File: config.mk
export PLATFORM = sky130hd
export DESIGN_NAME = alu_secuenciador_flat
export DESIGN_NICKNAME = d
export VERILOG_FILES = /design/src/rtl/alu_secuenciador_if.sv /design/src/rtl/alu_secuenciador.sv /design/src/flat_wrapper.sv
export SDC_FILE = /design/constraint.sdc
export NUM_CORES = 1
export LEC_CHECK = 0
export BUFFER_PORTS_ARGS = -buffer_cell sky130_fd_sc_hd__buf_2
export CAP_MARGIN = 20
export CORE_ASPECT_RATIO = 0.75
export CORE_MARGIN = 5
export CORE_UTILIZATION = 36
export CTS_CLUSTER_SIZE = 28
export DETAILED_ROUTE_END_ITERATION = 16
export GPL_ROUTABILITY_DRIVEN = 0
export PLACE_DENSITY = 0.68
export SYNTH_ARGS = -nofsm -noshare
export SYNTH_HDL_FRONTEND = slang
export SYNTH_SLANG_ARGS = --single-unit
export TNS_END_PERCENT = 30
File: constraint.sdc
create_clock -name Reloj_i -period 1.7 [get_ports Reloj_i]
set_input_delay 0.085 -clock Reloj_i [delete_from_list [all_inputs] [get_ports Reloj_i]]
set_output_delay 0.085 -clock Reloj_i [all_outputs]
set_load 0.03 [all_outputs]
File: src/rtl/alu_secuenciador_if.sv
// Command, loader, ALU and status bundle of the Micro UAZ ALU sequencer.
// DestRX_i exists only when SEC_DESTINO_RX_EN is defined.
interface alu_secuenciador_if #(
    parameter int ANCHO    = 8,
    parameter int NUM_REGS = 4
);
    localparam int SEL_W = $clog2(NUM_REGS);

    logic             Inicio_i;
    logic [2:0]       Codigo_i;
    logic [SEL_W-1:0] SelRX_i;
`ifdef SEC_DESTINO_RX_EN
    logic             DestRX_i;
`endif
    logic             CargaEn_i;
    logic [SEL_W-1:0] CargaSel_i;
    logic [ANCHO-1:0] CargaDato_i;
    logic [3:0]       Operacion_o;
    logic [ANCHO-1:0] OpR0_o;
    logic [ANCHO-1:0] OpRX_o;
    logic [ANCHO-1:0] Resultado_i;
    logic [2:0]       Banderas_i;
    logic [2:0]       BanderasReg_o;
    logic [ANCHO-1:0] Acumulador_o;
    logic             Ocupado_o;
    logic             Listo_o;

    modport slave (
`ifdef SEC_DESTINO_RX_EN
        input  DestRX_i,
`endif
        input  Inicio_i, Codigo_i, SelRX_i,
        input  CargaEn_i, CargaSel_i, CargaDato_i,
        input  Resultado_i, Banderas_i,
        output Operacion_o, OpR0_o, OpRX_o,
        output BanderasReg_o, Acumulador_o, Ocupado_o, Listo_o
    );

    modport master (
`ifdef SEC_DESTINO_RX_EN
        output DestRX_i,
`endif
        output Inicio_i, Codigo_i, SelRX_i,
        output CargaEn_i, CargaSel_i, CargaDato_i,
        output Resultado_i, Banderas_i,
        input  Operacion_o, OpR0_o, OpRX_o,
        input  BanderasReg_o, Acumulador_o, Ocupado_o, Listo_o
    );
endinterface

File: src/rtl/alu_secuenciador.sv
// Multi-cycle sequencer for the Micro UAZ 8-bit ALU: operand fetch, enable pulse, settle, R0 write-back.
// Optional SEC_DESTINO_RX_EN: DestRX_i redirects the write-back to bank[SelRX].
//
// state   | meaning
// REPOSO  | idle; accepts Inicio and loader writes
// CARGA   | copy R0 and bank[SelRX] into the operand registers
// EJECUTA | ALU enable high for this single cycle
// ESPERA  | result settle time, ESPERA_CICLOS cycles
// ESCRIBE | write result and flags back, raise Listo for the next cycle
module alu_secuenciador #(
    parameter int ANCHO         = 8,
    parameter int NUM_REGS      = 4,
    parameter int ESPERA_CICLOS = 1
) (
    input logic                Reloj_i,
    input logic                nReset_i,
    alu_secuenciador_if.slave  bus
);
    localparam int         SEL_W      = $clog2(NUM_REGS);
    localparam logic [2:0] CUENTA_INI = 3'(ESPERA_CICLOS - 1);

    typedef enum logic [2:0] {REPOSO, CARGA, EJECUTA, ESPERA, ESCRIBE} estado_t;

    estado_t          estado_q, estado_d;
    logic [2:0]       cuenta_q, cuenta_d;
    logic [2:0]       codigo_q;
    logic [SEL_W-1:0] sel_q;
    logic [SEL_W-1:0] destino;
    logic [ANCHO-1:0] banco_q [NUM_REGS];
    logic [ANCHO-1:0] op_r0_q, op_rx_q;
    logic [2:0]       banderas_q;
    logic             listo_q;
    logic             acepta;

    assign acepta = (estado_q == REPOSO) && bus.Inicio_i;

    always_comb begin
        estado_d = estado_q;
        cuenta_d = cuenta_q;
        case (estado_q)
            REPOSO:  if (bus.Inicio_i) estado_d = CARGA;
            CARGA:   estado_d = EJECUTA;
            EJECUTA: begin
                estado_d = ESPERA;
                cuenta_d = CUENTA_INI;
            end
            ESPERA: begin
                if (cuenta_q == 3'd0) estado_d = ESCRIBE;
                else                  cuenta_d = cuenta_q - 3'd1;
            end
            ESCRIBE: estado_d = REPOSO;
            default: estado_d = REPOSO;
        endcase
    end

`ifdef SEC_DESTINO_RX_EN
    logic dest_q;

    always_ff @(posedge Reloj_i or negedge nReset_i) begin
        if (!nReset_i)   dest_q <= 1'b0;
        else if (acepta) dest_q <= bus.DestRX_i;
    end

    // SelRX = 0 with DestRX set lands on R0 anyway
    assign destino = dest_q ? sel_q : '0;
`else
    assign destino = '0;
`endif

    always_ff @(posedge Reloj_i or negedge nReset_i) begin
        if (!nReset_i) begin
            estado_q   <= REPOSO;
            cuenta_q   <= 3'd0;
            codigo_q   <= 3'd0;
            sel_q      <= '0;
            op_r0_q    <= '0;
            op_rx_q    <= '0;
            banderas_q <= 3'd0;
            listo_q    <= 1'b0;
            for (int i = 0; i < NUM_REGS; i++) banco_q[i] <= '0;
        end else begin
            estado_q <= estado_d;
            cuenta_q <= cuenta_d;
            listo_q  <= (estado_q == ESCRIBE);
            if (acepta) begin
                codigo_q <= bus.Codigo_i;
                sel_q    <= bus.SelRX_i;
            end
            if ((estado_q == REPOSO) && bus.CargaEn_i)
                banco_q[bus.CargaSel_i] <= bus.CargaDato_i;
            if (estado_q == CARGA) begin
                op_r0_q <= banco_q[0];
                op_rx_q <= banco_q[sel_q];
            end
            if (estado_q == ESCRIBE) begin
                banco_q[destino] <= bus.Resultado_i;
                banderas_q       <= bus.Banderas_i;
            end
        end
    end

    assign bus.Operacion_o   = {(estado_q == EJECUTA), codigo_q};
    assign bus.OpR0_o        = op_r0_q;
    assign bus.OpRX_o        = op_rx_q;
    assign bus.BanderasReg_o = banderas_q;
    assign bus.Acumulador_o  = banco_q[0];
    assign bus.Ocupado_o     = (estado_q != REPOSO);
    assign bus.Listo_o       = listo_q;
endmodule

File: src/flat_wrapper.sv
// flat-port wrapper written by rule: the top's interface ports become plain ports
module alu_secuenciador_flat 
#(
    parameter int ANCHO         = 8,
    parameter int NUM_REGS      = 4,
    parameter int ESPERA_CICLOS = 1
)
  (Reloj_i, nReset_i, bus_Inicio_i, bus_Codigo_i, bus_SelRX_i, bus_CargaEn_i, bus_CargaSel_i, bus_CargaDato_i, bus_Resultado_i, bus_Banderas_i, bus_Operacion_o, bus_OpR0_o, bus_OpRX_o, bus_BanderasReg_o, bus_Acumulador_o, bus_Ocupado_o, bus_Listo_o);
  alu_secuenciador_if #(.ANCHO(ANCHO), .NUM_REGS(NUM_REGS)) bus_i ();
  input logic Reloj_i;
  input logic nReset_i;
  input wire logic [$bits(bus_i.Inicio_i)-1:0] bus_Inicio_i;
  input wire logic [$bits(bus_i.Codigo_i)-1:0] bus_Codigo_i;
  input wire logic [$bits(bus_i.SelRX_i)-1:0] bus_SelRX_i;
  input wire logic [$bits(bus_i.CargaEn_i)-1:0] bus_CargaEn_i;
  input wire logic [$bits(bus_i.CargaSel_i)-1:0] bus_CargaSel_i;
  input wire logic [$bits(bus_i.CargaDato_i)-1:0] bus_CargaDato_i;
  input wire logic [$bits(bus_i.Resultado_i)-1:0] bus_Resultado_i;
  input wire logic [$bits(bus_i.Banderas_i)-1:0] bus_Banderas_i;
  output wire logic [$bits(bus_i.Operacion_o)-1:0] bus_Operacion_o;
  output wire logic [$bits(bus_i.OpR0_o)-1:0] bus_OpR0_o;
  output wire logic [$bits(bus_i.OpRX_o)-1:0] bus_OpRX_o;
  output wire logic [$bits(bus_i.BanderasReg_o)-1:0] bus_BanderasReg_o;
  output wire logic [$bits(bus_i.Acumulador_o)-1:0] bus_Acumulador_o;
  output wire logic [$bits(bus_i.Ocupado_o)-1:0] bus_Ocupado_o;
  output wire logic [$bits(bus_i.Listo_o)-1:0] bus_Listo_o;
  assign bus_i.Inicio_i = bus_Inicio_i;
  assign bus_i.Codigo_i = bus_Codigo_i;
  assign bus_i.SelRX_i = bus_SelRX_i;
  assign bus_i.CargaEn_i = bus_CargaEn_i;
  assign bus_i.CargaSel_i = bus_CargaSel_i;
  assign bus_i.CargaDato_i = bus_CargaDato_i;
  assign bus_i.Resultado_i = bus_Resultado_i;
  assign bus_i.Banderas_i = bus_Banderas_i;
  assign bus_Operacion_o = bus_i.Operacion_o;
  assign bus_OpR0_o = bus_i.OpR0_o;
  assign bus_OpRX_o = bus_i.OpRX_o;
  assign bus_BanderasReg_o = bus_i.BanderasReg_o;
  assign bus_Acumulador_o = bus_i.Acumulador_o;
  assign bus_Ocupado_o = bus_i.Ocupado_o;
  assign bus_Listo_o = bus_i.Listo_o;
  alu_secuenciador #(.ANCHO(ANCHO), .NUM_REGS(NUM_REGS), .ESPERA_CICLOS(ESPERA_CICLOS)) u_core (.Reloj_i(Reloj_i), .nReset_i(nReset_i), .bus(bus_i));
endmodule
# After elaboration in Yosys (flattened, before gate mapping)
# Cells that the tools add are included.
[totals] in_bits=30 ff_bits=63 out_inout_bits=33
[op_classes] n_reduce_logical=10 magnitude_cmp=3 bitwise=2 add_sub_neg=1 muxes=13 n_eq_ne=7
[op_table] cell="$mux 32" count=2
[op_table] cell="$bwmux 32" count=1
[op_table] cell="$mux 8" count=3
[op_table] cell="$bmux 8 s2" count=1
[op_table] cell="$demux 8 s2" count=1
[op_table] cell="$pmux 3 s4" count=1
[op_table] cell="$mux 3" count=3
[op_table] cell="$eq 3x2->1 const B" count=2
[op_table] cell="$ge 3x3->1 const B" count=2
[op_table] cell="$logic_not 3->1" count=2
[op_table] cell="$not 2->3" count=2
[op_table] cell="$pmux 3 s2" count=1
[op_table] cell="$ne 2x2->1 const B" count=2
[op_table] cell="$reduce_and 2->1" count=2
[op_table] cell="$reduce_bool 2->1" count=2
[op_table] cell="$eq 3x1->1 const B" count=1
[op_table] cell="$eq 3x3->1 const B" count=1
[op_table] cell="$logic_and 1x1->1" count=3
[op_table] cell="$lt 3x1->1 const B" count=1
[op_table] cell="$reduce_bool 3->1" count=1
[op_table] cell="$sub 3x1->3 const B" count=1
[op_table] cell="$ne 2x1->1 const B" count=1

# Depth between registers and ports, before layout
# Gate-level depths: netlist (run 1).
[logic_depth] word_depth=8 ltp_mapped=7 depth_no_buf=6

# Worst setup path after synthesis (run 1)
# OpenSTA, ideal clock, no wires.
[synth_path] path_type="register to register" startpoint="register u_core.estado_q[1]" endpoint="register u_core.codigo_q[0]" setup_time_ps=125 t_arrival_ps=1577 stages_incl_launch_ff=5 slack_ps=-2 n_path_buf=1 t_required_ps=1575 cell_sequence="dfrtp_1 -> buf_6 -> or3_1 -> nor2_2 -> mux2_2"
[synth_between] elab_chain_cells=2
[synth_rtl] item="from (decl)" line_no="alu_secuenciador.sv:24" rtl="estado_t estado_q, estado_d;"
[synth_rtl] item="from (signal assigned)" line_no="alu_secuenciador.sv:82" rtl="estado_q <= estado_d;"
[synth_rtl] item="$logic_not 3->1" line_no="alu_secuenciador.sv:35" rtl="assign acepta = (estado_q == REPOSO) && bus.Inicio_i;"
[synth_rtl] item="$logic_and 1x1->1" line_no="alu_secuenciador.sv:35"
[synth_rtl] item="to (signal assigned)" line_no="alu_secuenciador.sv:86" rtl="codigo_q <= bus.Codigo_i;"
[synth_rtl] item="to (decl)" line_no="alu_secuenciador.sv:26" rtl="logic [2:0] codigo_q;"
# No other way between the ends.
# A chain may end at the register's enable or synchronous reset.

# Worst setup path after layout (run 1)
[layout_path] startpoint="register u_core.estado_q[1]" endpoint="output bus_Operacion_o[3]"
[layout_between] elab_chain_cells=1
[layout_rtl] item="$eq 3x2->1" line_no="alu_secuenciador.sv:102" rtl="assign bus.Operacion_o = {(estado_q == EJECUTA), codigo_q};"
[layout_rtl] item="to (decl)" line_no="flat_wrapper.sv:20" rtl="output wire logic [$bits(bus_i.Operacion_o)-1:0] bus_Operacion_o;"
# No other way between the ends.

==> results.md, run 1 <==
* Max incr delay on CP at 440 ps
* Hold EP: u_core.banco_q[1]
* Worst path cell trace: buf_6 -> or2b_4 -> nor2_1 -> clkbuf_4
* Pint at ~4.5 mW
* Clock share of power at roughly 18%
* Number of global-route vias before repair at 1939
* Endpoint type of the worst setup path: output port
* Final hold vios at 0
* Layout Cells excl Fill at 387
* Rows at 28
* Most frequent cells in the layout: 63 x dfrtp_1, 61 x buf_2, 48 x mux2_2
* Dpl cells at 352
* DRC at 0
* Starting Density at 36.34%
* Slowest cell on the critical path: dfrtp_1
* Synthesis warning total at 0
* Synth unique cells at 31
* CTS tree: done
* Synth top area share at ~56%
* Static Leak at between 1.5 and 2 nW
* DRT antenna net count at 0
* Drt pass-1 iters at 4
* VDD IR max at between 0.8 and 0.9 mV
* Synth Flop Type: dfrtp_1
* Die ar. at between 9000 and 10000 µm²
* Total grt overflow at 0
* Worst hold slack at 24.72 ps
* R2R Path Start: u_core.estado_q[1]
* Post-synth EDFFs at 0
* Hold Crit Class: in2reg
* Latest clock arrival within the worst-skew pair at roughly 340 ps
* CTS buffer count at 9
* Slew Viols, Final at 0
* Final setup fails at 0
* Largest net degree at the start of global routing at 64
* Switching power at around 2.7 mW
* CORE AREA at roughly 8000 µm²
* WP data required at roughly 1600 ps
* Status: finished, final reports clean
* Die width at ~110 µm
* Vias at about 1900
* Ports at 63
* Port Buffers at 62
* Largest cells by area after synthesis: dfrtp_1 56%, mux2_2 19%, mux4_2 6.4%, a221o_1 2.5%, buf_4 2.4%
* Total Wirelength at around 6.0 mm
* Worst slew margin at a little under three fifths
* Clock Path Buffers at 2
* H-tree Lvls at 3
* Share of power burned in registers at ~37%
* Die Span Y at a little under 90 µm
* P&R area growth vs syn at 30.72%
* Mean post-synth cell area at between 10 and 15 µm²
* Mapped Nets at around 220
* Max cap viols at 0
* Arrival @ worst endpoint at between 1500 and 2000 ps
* Combinational Power Share at 44.9%
* Sequential share of the synthesized area at roughly 56%
* Filler instances at 700
* Total global-route track usage at a little over an eighth
* Initial DRC Count at 71
* Pwr/cell area at between 1500 and 2000 nW/µm²
* Critical path class: reg2out
* Finished Core Util at between 40% and 50%
* Flop2flop setup slack at around 80 ps
* Worst reg2reg path depth at 4
* Final Skew at ~5.4 ps
* CTS root buf: clkbuf_8
* WL per Instance at roughly 16 µm
* Dpl hpwl at ~4.3 mm
* N_diodes at 0
* Yosys top cell by area: dfrtp_1
* Sw frac at between 30% and 40%
* Flops & latches, synth at 63
* Async SR Flop Fraction at 100.0%
* Layout cells sized above 1 at between 50% and 60%
* First-pass GRT wire length at between 9 and 10 mm
* Top achievable clock speed at ~610 MHz
* Post-Syn Instances at roughly 190
* Commonest non-fill, non-tap cell in the layout: dfrtp_1
* Clk sink count at 63
* Worst Setup Start Kind: flip-flop
* Fin crit period at about 1600 ps
* Synth Cell Area at between 2000 and 3000 µm²
* Hold Path Origin: bus_CargaDato_i[1]
* Tcrit/Tclk final at 96.80%
* Worst R2R End: u_core.banco_q[9]
* Initial antenna violation count at 0
* Fin nets at slightly above 300
* Worst-path maximum fanout at 8
* Clock Pin Slew Worst Setup and Hold Paths at about 70 ps
* Vias per cell at roughly 4.8
* Worst Hold Depth at 2
* Tightest Pin Transition at roughly 640 ps
==> Yosys cell counts, types with 2 or more instances <==
master    number
nand3b_2       2
nor2_1         3
dfrtp_1       63
or2b_1         2
a221o_1        7
inv_1          4
buf_6          2
ha_1           2
nor3b_2        2
nand2_1        5
clkbuf_1       2
a22o_1         2
a21oi_1        3
buf_2          3
buf_4          9
o21bai_1       2
mux4_2         8
mux2_2        48
and3_2         7
o31ai_1        2
==> power groups by stage <==
| stage | Clock (mW) | Sequential [mW] | Combinational [mW] |
|---|---|---|---|
| finish | 1.28 | 2.69 | 3.24 |
| global route | 1.39 | 2.79 | 3.48 |
| CTS | 1.33 | 2.70 | 3.25 |
| detailed placement | 0 | 2.73 | 3.19 |
| global placement | 0 | 2.68 | 3.14 |
| floorplan | 0 | 3.06 | 1.99 |
==> sequential cells by signal, summed over array words and instances (netlist names) <==
signal,count
u_core.banco_q,24
u_core.bus.Acumulador_o,8
u_core.bus.OpR0_o,8
u_core.bus.OpRX_o,8
u_core.bus.BanderasReg_o,3
u_core.codigo_q,3
u_core.cuenta_q,3
u_core.estado_q,3
u_core.sel_q,2
u_core.bus.Listo_o,1
==> cell type report <==
| type | instances | area, µm² | share of cell area, % |
|---|---|---|---|
| Timing Repair Buffer | 94 | 639.4 | 17.30 |
| Multi-Input combinational cell | 105 | 1134 | 30.68 |
| Sequential cell | 63 | 1577 | 42.67 |
| Clock inverter | 5 | 57.56 | 1.558 |
| Clock buffer | 11 | 141.4 | 3.827 |
| Inverter | 4 | 15.01 | 0.4064 |
| Tap cell | 105 | 131.4 | 3.556 |
==> worst max-delay path by stage <==
stage                                   from                         end  slack [ps]  cells after the start
after floorplan           u_core.estado_q[1]          u_core.codigo_q[0]         120                      4
after CTS                 u_core.estado_q[0]  u_core.bus.Acumulador_o[0]          20                      4
after global placement    u_core.estado_q[0]          u_core.banco_q[10]           2                      3
after global routing      u_core.estado_q[1]          bus_Operacion_o[3]         -20                      4
final                     u_core.estado_q[1]          bus_Operacion_o[3]          50                      4
after detailed placement  u_core.estado_q[0]  u_core.bus.Acumulador_o[0]         -70                      3
==> layer usage <==
layer | up-vias | track usage, % | share of wire, %
met5 | - | 0 | 0
met4 | 0 | 4.258 | 1.3
met3 | 6 | 5.443 | 5.7
met2 | 45 | 21.69 | 49
met1 | 935 | 16.83 | 44
li1 | 874 | - | -
==> critical path: cells and delay by family, from the launching register on <==
kind	cells	cell delay, ps
flip-flops	1	440
AND/OR/NAND/NOR	2	420
buffers and inverters	2	370
==> kinds of logic (layout without fill, tap and decap cells) <==
family	count (synthesis)	count (layout)	synth area share, %
AO/OA/AOI/OAI	19	19	5.489
adder cells (fa/ha/maj)	2	2	0.8852
buffers and inverters	21	114	4.648
flip-flops	63	63	55.78
multiplexers	56	56	25.50
AND/OR/NAND/NOR	28	28	7.703
==> stage by stage <==
step	area (µm²)	power, mW	setup TNS, ps	setup WS (ps)
after floorplan	2831	5.054	0	116.5
after global placement	3292	5.824	0	1.681
after detailed placement	3292	5.914	-1458	-74.30
after CTS	3672	7.276	0	23.26
after global routing	3695	7.662	-18.37	-18.37
final	3695	7.223	0	54.33
==> repair_timing <==
item / 4_1_cts / 5_1_grt
endpoints found under the hold margin: 79 / 1
hold buffers: 17 / 1
setup buffers: 1 / 0
endpoints found under the setup margin: 24 / 9
resized for setup: 1 / 3
pin swaps: 1 / 0
Power figures use the tool's default switching activity.
==> run 2, diff against run 1 <==
- CAP_MARGIN: 20 -> 30
- RECOVER_POWER: not set -> 25
==> run 2 against run 1 <==
  * Via count is 0.48% higher
  * Die area stayed put
  * Sequential power hardly changed
  * Sequential share of layout area is 0.14 points higher
  * First-iteration DRC count is 35% higher
  * Count of clock-buffer cells in the layout stayed put
  * Utilization is 0.16 points lower
  * Combinational power hardly changed
  * Worst setup slack worse by 1.6 ps
  * Critical path depth stayed put
  * Hold slack worse by 1.5 ps
  * Critical path type unchanged
==> results.md, run 2 (synthesis gave the netlist of run 1 again) <==
* Metal2 WL at 2.952 mm (-0.61%)
* Vias at 1869 (+0.48%)
* Hold Crit Class: in2reg
* Tightest Pin Transition at 856.0 ps (+217.8 ps)
* Final setup fails at 0 (unchanged)
* Most frequent cells in the layout: 63 x dfrtp_1, 61 x buf_2, 48 x mux2_2
* Final hold vios at 0 (unchanged)
* First-pass GRT wire length at 9.984 mm (unchanged)
* Area after DPL at 3292 µm² (unchanged)
* CORE AREA at 7777 µm² (unchanged)
* Filler instances at 702 (+0.29%)
* Met3 wire len at 336 µm (-1.8%)
* DRT antenna net count at 0 (unchanged)
* Initial DRC Count at 96 (+35%)
* Die width at 112.3 µm (unchanged)
* Top achievable clock speed at 607.1 MHz (about the same)
* CTS buffer count at 9 (unchanged)
* Rows at 28 (unchanged)
* Wl on met1 at 2.677 mm (+1.7%)
* Critical path class: reg2out
* Layout cells sized above 1 at 58.16% (unchanged)
* Top Metal Used: met4
* Worst slew margin at 42.93% (-15 points)
* H-tree Lvls at 3 (unchanged)
* Starting Density at 36.34% (unchanged)
* Clock Pin Slew Worst Setup and Hold Paths at 70 ps (about the same)
* Total grt overflow at 0 (unchanged)
* Worst Setup Start Kind: flip-flop
* Fin crit period at 1647 ps (+1.589 ps)
* Reg with most FFs: u_core.banco_q
* Endpoint type of the worst setup path: output port
* DRC at 0 (unchanged)
* Total power at 7.226 mW (about the same)
* WL per Instance at 15.64 µm (+0.50%)
* CTS tree: done
* Worst-path maximum fanout at 8 (unchanged)
* Status: finished, final reports clean
* Die ar. at 9742 µm² (unchanged)
* Slew Viols, Final at 0 (unchanged)
* Initial antenna violation count at 0 (unchanged)
* Worst hold slack at 23.25 ps (-1.469 ps)
* Pwr/cell area at 1962 nW/µm² (+0.39%)
* Static Leak at 1.708 nW (-0.28%)
* Clk sink count at 63 (unchanged)
* Max cap viols at 0 (unchanged)
* Total Wirelength at 6.051 mm (+0.50%)
* Largest net degree at the start of global routing at 64 (unchanged)
* N_diodes at 0 (unchanged)
* Dpl hpwl at 4.303 mm (unchanged)
* Finished Cell Area at 3682 µm² (-0.34%)
* Die Span Y at 86.74 µm (unchanged)
* Number of global-route vias before repair at 1939 (unchanged)
* Area of the multi-input gates at 1134 µm² (unchanged)
* Max reg flops at 24 (unchanged)
* Final Skew at 5.390 ps (-0.03362 ps)
* Arrival @ worst endpoint at 1560 ps (about the same)
* Clock Path Buffers at 2 (unchanged)
* Fin nets at 309 (unchanged)
* Ports at 63 (unchanged)
* Tcrit/Tclk final at 96.90% (about the same)
* Commonest non-fill, non-tap cell in the layout: dfrtp_1
* P&R area growth vs syn at 30.28%
* Port Buffers at 62 (unchanged)
* VDD IR max at 0.8651 mV (about the same)
* Drt pass-1 iters at 4 (unchanged)
* Vias per cell at 4.829 (+0.48%)
* Latest clock arrival within the worst-skew pair at 340 ps (about the same)
* CTS root buf: clkbuf_8
* Total global-route track usage at 13.49% (unchanged)
* Register area at 1577 µm² (unchanged)
* WP data required at 1620 ps (about the same)
-- run 2: cell count changes in the layout (fill, tap and decap cells not counted) --
cell | previous run | this run
buf_12 | 3 | 2
clkbuf_4 | 1 | 2
-- run 2: layer usage --
| metal | vias to the layer above | GRT usage, % |
|---|---|---|
| met5 | - | 0 |
| met4 | 0 | 4.258 |
| met3 | 9 | 5.443 |
| met2 | 41 | 21.69 |
| met1 | 944 | 16.83 |
| li1 | 875 | - |
-- run 2: critical path, stage by stage, from the launching register on --
cell and delay (ps):
dfrtp_1 440, buf_6 170, or2b_4 310, nor2_1 110, clkbuf_4 200
-- run 2: worst paths after layout --
check	end	start	cells after the start	slack [ps]
worst max-delay path	bus_Operacion_o[3]	u_core.estado_q[1]	4	50
worst min-delay path	u_core.banco_q[1]	bus_CargaDato_i[1]	2	20
worst max register to register	u_core.banco_q[9]	u_core.estado_q[1]	4	80
worst min register to register	u_core.bus.BanderasReg_o[2]	u_core.bus.BanderasReg_o[2]	1	500
max in group asynchronous	u_core.banco_q[18]	nReset_i	3	650
min in group asynchronous	u_core.cuenta_q[0]	nReset_i	3	490
-- run 2: power by group --
part / internal (mW) / switching, mW
sequential: 2.20 / 0.493
combinational: 1.60 / 1.64
clock: 0.714 / 0.576
total: 4.52 / 2.71
-- run 2: layout make-up --
class | instances | area share (%)
Clock buffer | 11 | 3.840
Clock inverter | 5 | 1.563
Inverter | 4 | 0.4077
Multi-Input combinational cell | 105 | 30.79
Sequential cell | 63 | 42.81
Tap cell | 105 | 3.568
Timing Repair Buffer | 94 | 17.02
-- run 2: timing repair --
item                                   4_1_cts  5_1_grt
endpoints found under the hold margin       79        1
setup buffers                                1        0
resized for setup                            1        3
hold buffers                                17        1
gates cloned                                 0        0
setup endpoints to repair                   24        9
pin swaps                                    1        0
-- run 2: metrics by stage --
stage               cells  setup WS [ps]  utilization (%)  TNS, ps
floorplan             189          116.5                -        0
CTS                   386          23.26            47.22        0
finish                387          52.74            47.35        0
global route          387         -18.37            47.35   -18.37
detailed placement    352         -74.30            42.33    -1458
global placement      352          1.681            42.33        0
